`config.mk`:
```
export PLATFORM = sky130hd
export DESIGN_NAME = parallel_to_serial
export DESIGN_NICKNAME = d
export VERILOG_FILES = /design/src/rtl/parallel_to_serial.sv
export SDC_FILE = /design/constraint.sdc
export NUM_CORES = 1
export LEC_CHECK = 0
export ABC_AREA = 0
export CORE_AREA = 2 2 43 45
export DETAILED_ROUTE_END_ITERATION = 6
export DIE_AREA = 0 0 45 47
export GPL_ROUTABILITY_DRIVEN = 0
export PLACE_DENSITY = 0.71
export SYNTH_ARGS = -nofsm -noshare
export SYNTH_HDL_FRONTEND = slang
export SYNTH_SLANG_ARGS = --single-unit
```
`constraint.sdc`:
```
create_clock -name clk -period 2.1 [get_ports clk]
set_clock_uncertainty 0.2 [all_clocks]
set_input_delay 0.525 -clock clk [delete_from_list [all_inputs] [get_ports clk]]
set_output_delay 0.525 -clock clk [all_outputs]
set_load 0.05 [all_outputs]
```
`src/rtl/parallel_to_serial.sv`:
```
// Byte-to-bit serializer: sends a comma preamble after reset, then one symbol per
// 8 clocks, MSB first, taking an upstream byte (or an idle comma) at each boundary.
module parallel_to_serial #(
    parameter logic [7:0] IDLE_SYM    = 8'hBC,
    parameter int         INIT_COMMAS = 4
) (
    input  logic       clk,
    input  logic       reset,
    input  logic [7:0] data_in,
    input  logic       valid_in,
    output logic       take_out,
    output logic       data_out,
    output logic       sym_start,
    output logic       sync_done
);

    typedef enum logic {
        ST_INIT = 1'b0,
        ST_RUN  = 1'b1
    } state_t;

    localparam logic [3:0] LAST_COMMA = 4'(INIT_COMMAS - 1);

    state_t     r_state;
    state_t     w_state_next;
    logic [2:0] r_bit_cnt;
    logic [7:0] r_sh;
    logic [7:0] w_sh_next;
    logic [3:0] r_comma_cnt;
    logic [3:0] w_comma_cnt_next;
    logic       r_data_out;
    logic       r_sym_start;
    logic       r_sync_done;
    logic       w_sync_done_next;
    logic       w_boundary;
    logic       w_take;

    assign w_boundary = (r_bit_cnt == 3'd7);
    // The last preamble boundary already accepts data, which is what makes the
    // reset-loaded symbol count as comma 0.
    assign w_take     = w_boundary && ((r_state == ST_RUN) || (r_comma_cnt == LAST_COMMA));

    // NOTE: every output of this block gets a default first, so no path leaves a
    // signal unassigned and no latch is inferred.
    always_comb begin
        w_state_next     = r_state;
        w_comma_cnt_next = r_comma_cnt;
        w_sync_done_next = r_sync_done;
        w_sh_next        = {r_sh[6:0], 1'b0};
        if (w_take) begin
            w_sh_next        = valid_in ? data_in : IDLE_SYM;
            w_state_next     = ST_RUN;
            w_sync_done_next = 1'b1;
        end else if (w_boundary) begin
            w_sh_next        = IDLE_SYM;
            w_comma_cnt_next = r_comma_cnt + 4'd1;
        end
    end

    // NOTE: state registers use non-blocking assignments so every register sees
    // the pre-edge values of the others, independent of statement order.
    always_ff @(posedge clk or posedge reset) begin
        if (reset) begin
            r_state     <= ST_INIT;
            r_bit_cnt   <= 3'd0;
            r_sh        <= IDLE_SYM;
            r_comma_cnt <= 4'd0;
            r_data_out  <= 1'b0;
            r_sym_start <= 1'b0;
            r_sync_done <= 1'b0;
        end else begin
            r_state     <= w_state_next;
            r_bit_cnt   <= r_bit_cnt + 3'd1;
            r_sh        <= w_sh_next;
            r_comma_cnt <= w_comma_cnt_next;
            r_data_out  <= r_sh[7];
            r_sym_start <= (r_bit_cnt == 3'd0);
            r_sync_done <= w_sync_done_next;
        end
    end

    assign take_out  = w_take && !reset;
    assign data_out  = r_data_out;
    assign sym_start = r_sym_start;
    assign sync_done = r_sync_done;

endmodule

```
==> impl_metrics.toml <==
[outcome]
run_status = "finished, violations left"
violations_in_the_final_reports = "setup timing"

[finish]
num-fill-cells = 149
multi_input_comb_area_um2 = 256
num-nets-final = 93
final_core_util_pct = 59.7
seqCellArea_um2 = 457
post_route_cells_drive_above_1_share_pct = 35.1
antenna_cells = 0
synthToLayoutAreaGrowth_pct = 36.1

[worst_setup_path]
worst_path_largest_cell_delay_ns = 0.37
worstPathCellList = "ha_2 -> nor3b_4 -> o21ai_2 -> nor2_2 -> buf_12"
critical_path_arrival_ns = 1.43
end_kind = "primary output"
worstSetupStartpointType = "register"
critPathKind = "reg2out"
path_max_fanout = 2
cell_at_the_slowest_stage_of_the_critical_path = "sky130_fd_sc_hd__dfrtp_1"
cp_data_required_time_ns = 1.37

[timing]
rsz0062_at_grt = "true"
setup_violations = 1
final.setup.tns_ns = -0.0550
worst_slew_pin_slew_ns = 0.366
number_of_pins_exceeding_their_max_slew_limit_in_the_final_report = 0
final_period_minus_worst_setup_slack_ns = 2.15
report.final.hold_viol_count = 0
worst_slew_margin_rel_pct = 75.5
finalWorstSetupSlack_ns = -0.0550
max_clock_freq_ghz = 0.464
layout_worst_path_cycle_share_pct = 103

[floorplanning]
fp.dieW_um = 45
core_area_um2 = 1650
design.portCount = 15
die_height_um = 47
floorplan.die_area_um2 = 2120
floorplan.initialDensity_pct = 43.9
row_count = 15

[global_routing]
grt_first_pass_wirelength_mm = 1.84
first_global_vias = 452
globalRouteOverflowTotal = 0
grt_start_max_net_pins = 12
globalRouteTotalUtil_pct = 12.8
grt_antenna_before_repair = 0

[yosys]
synth-compound-area-share_pct = 11.2
synth_seq_area_share_pct = 63.0
yosysWarningCount = 0
combinational_family_with_the_most_area_after_synthesis = "compound AO/OA/AOI/OAI gates"
post_synth_and_or_nand_nor_area_fraction_pct = 8.29
netlist_area_um2 = 724
yosys.area_share.xor_xnor_pct = 3.63
adder_and_majority_cell_fraction_of_the_synthesized_area_pct = 6.91
synth_enable_flop_cells = 0
asyncSetResetFlopFracSynth_pct = 100
syn_avg_cell_area_um2 = 13.7
synthCells = 53
synth_mux_area_share_pct = 2.07
ffs_latches_synth = 18
syn_nets = 68
synth_cell_type_count = 18
synth_top_flop_cell = "sky130_fd_sc_hd__dfrtp_1"

[clock_tree]
cts_buffer_count = 3
cts_tree = "built"
clk_pin_slew_worst_paths_ns = 0.10
max-clock-path-buffers = 2
clock-root-buffer = "sky130_fd_sc_hd__clkbuf_4"
worst_skew_pair.late_latency_ns = 0.29
clock-sinks = 18
cts_hold_repair.buffers = 0
htreeDepth = 1

[detailed_routing]
viasPerCell = 4.90
route.detailed.drc = 0
detail_route.wl_per_cell_um = 12.6
antenna_violating_nets_post_route = 0
route.top_layer_used = "met4"
met3WireLength_um = 56
detail_route.iter0.violations = 2
route.final.wire_length_mm = 1.18
first_pass_iters = 4
num_vias = 461
met1_length_um = 501
met2_wirelength_um = 611

[pwr]
ir_worst_vdd_mv = 0.404
power.density_cell_area_nw_per_um2 = 580
leakage_uw = 0.000444

[place]
place.port_buffers = 14
preCtsSetupSlack_ns = 0.107
dp_hpwl_um = 826

[job]
drv_cap = 0

[hold_path]
timing.hold.worst.class = "reg2reg"
==> registers in the layout, indices dropped and copies added (netlist names) <==
signal       count
r_comma_cnt      4
sync_done        1
data_out         1
r_sh             8
sym_start        1
r_bit_cnt        3
==> area by class of cell <==
type / instances / area share (%)
sequential: 18 / 46.3
multi-input combinational: 26 / 26.0
timing repair buffer: 21 / 19.8
inverter: 8 / 3.05
clock buffer: 4 / 2.66
tap: 17 / 2.16
==> through the flow <==
| stage | hold WS, ns | total power (uW) | area [um^2] | instances |
|---|---|---|---|---|
| floorplan | 0.179 | 381 | 727 | 53 |
| global placement | 0.184 | 408 | 908 | 86 |
| detailed placement | 0.187 | 409 | 908 | 86 |
| CTS | 0.201 | 586 | 972 | 93 |
| global route | 0.208 | 605 | 986 | 94 |
| finish | 0.200 | 572 | 986 | 94 |
==> per-layer routing <==
metal,vias to the layer above,global-route usage [%]
met1,222,13.3
met5,-,0
met3,2,7.69
met4,0,4.12
li1,226,-
met2,11,21.7
==> report_power, final <==
part           switching (uW)  internal, uW  leakage (uW)
combinational            16.4          25.0      0.000228
sequential               2.25           358      0.000201
clock                    97.1          73.7     0.0000150
total                     116           457      0.000444
==> kinds of logic (layout without fill, tap and decap cells) <==
| kind of cell | Yosys count | count (layout) |
|---|---|---|
| flip-flops | 18 | 18 |
| AO/OA/AOI/OAI | 10 | 10 |
| buffers and inverters | 9 | 33 |
| AND/OR/NAND/NOR | 8 | 8 |
| adder cells (fa/ha/maj) | 4 | 4 |
| XOR/XNOR | 3 | 3 |
| multiplexers | 1 | 1 |
==> worst max-delay path, delay by kind of cell (launching register included) <==
family / cells / cell delay [ns]
buffers and inverters: 1 / 0.15
adder cells (fa/ha/maj): 1 / 0.18
AND/OR/NAND/NOR: 2 / 0.37
flip-flops: 1 / 0.37
AO/OA/AOI/OAI: 1 / 0.08
==> timing repair <==
item,CTS,global route
endpoints found under the hold margin,0,0
setup endpoints to repair,1,1
resized for setup,4,2
pin swaps,0,2
gates cloned,0,0
buffers inserted,3,1
==> cell usage in the layout, fill, tap and decap left out, types with 2 or more instances in the layout <==
cell                              synthesis  layout
sky130_fd_sc_hd__o22a_1                   5       5
sky130_fd_sc_hd__clkdlybuf4s50_1          0      10
sky130_fd_sc_hd__inv_1                    8       8
sky130_fd_sc_hd__xor2_1                   2       2
sky130_fd_sc_hd__ha_2                     0       2
sky130_fd_sc_hd__dfstp_2                  5       5
sky130_fd_sc_hd__clkbuf_4                 0       3
sky130_fd_sc_hd__o22ai_1                  2       2
sky130_fd_sc_hd__buf_4                    0      10
sky130_fd_sc_hd__nor2b_1                  3       3
sky130_fd_sc_hd__dfrtp_1                 13      13
==> final timing paths <==
kind,start,endpoint,slack (ns),depth (start not counted)
min reg2reg,r_sh[7],data_out,0.20,0
min,r_sh[7],data_out,0.20,0
max in group asynchronous,reset,r_sh[3],1.08,3
min in group asynchronous,reset,data_out,0.36,3
max,r_comma_cnt[0],take_out,-0.05,5
max reg2reg,r_bit_cnt[1],r_comma_cnt[1],0.29,5
==> cells in the mapped netlist, drive strengths merged, types with 2 or more instances <==
master	n	area, um^2
xor2	2	17.5
dfstp	5	131
dfrtp	13	325
inv	8	30.0
o22ai	2	12.5
nor2b	3	18.8
nor2	2	7.51
o22a	5	43.8
ha	4	50.1
Note: power is estimated with default switching activity, not from simulation.
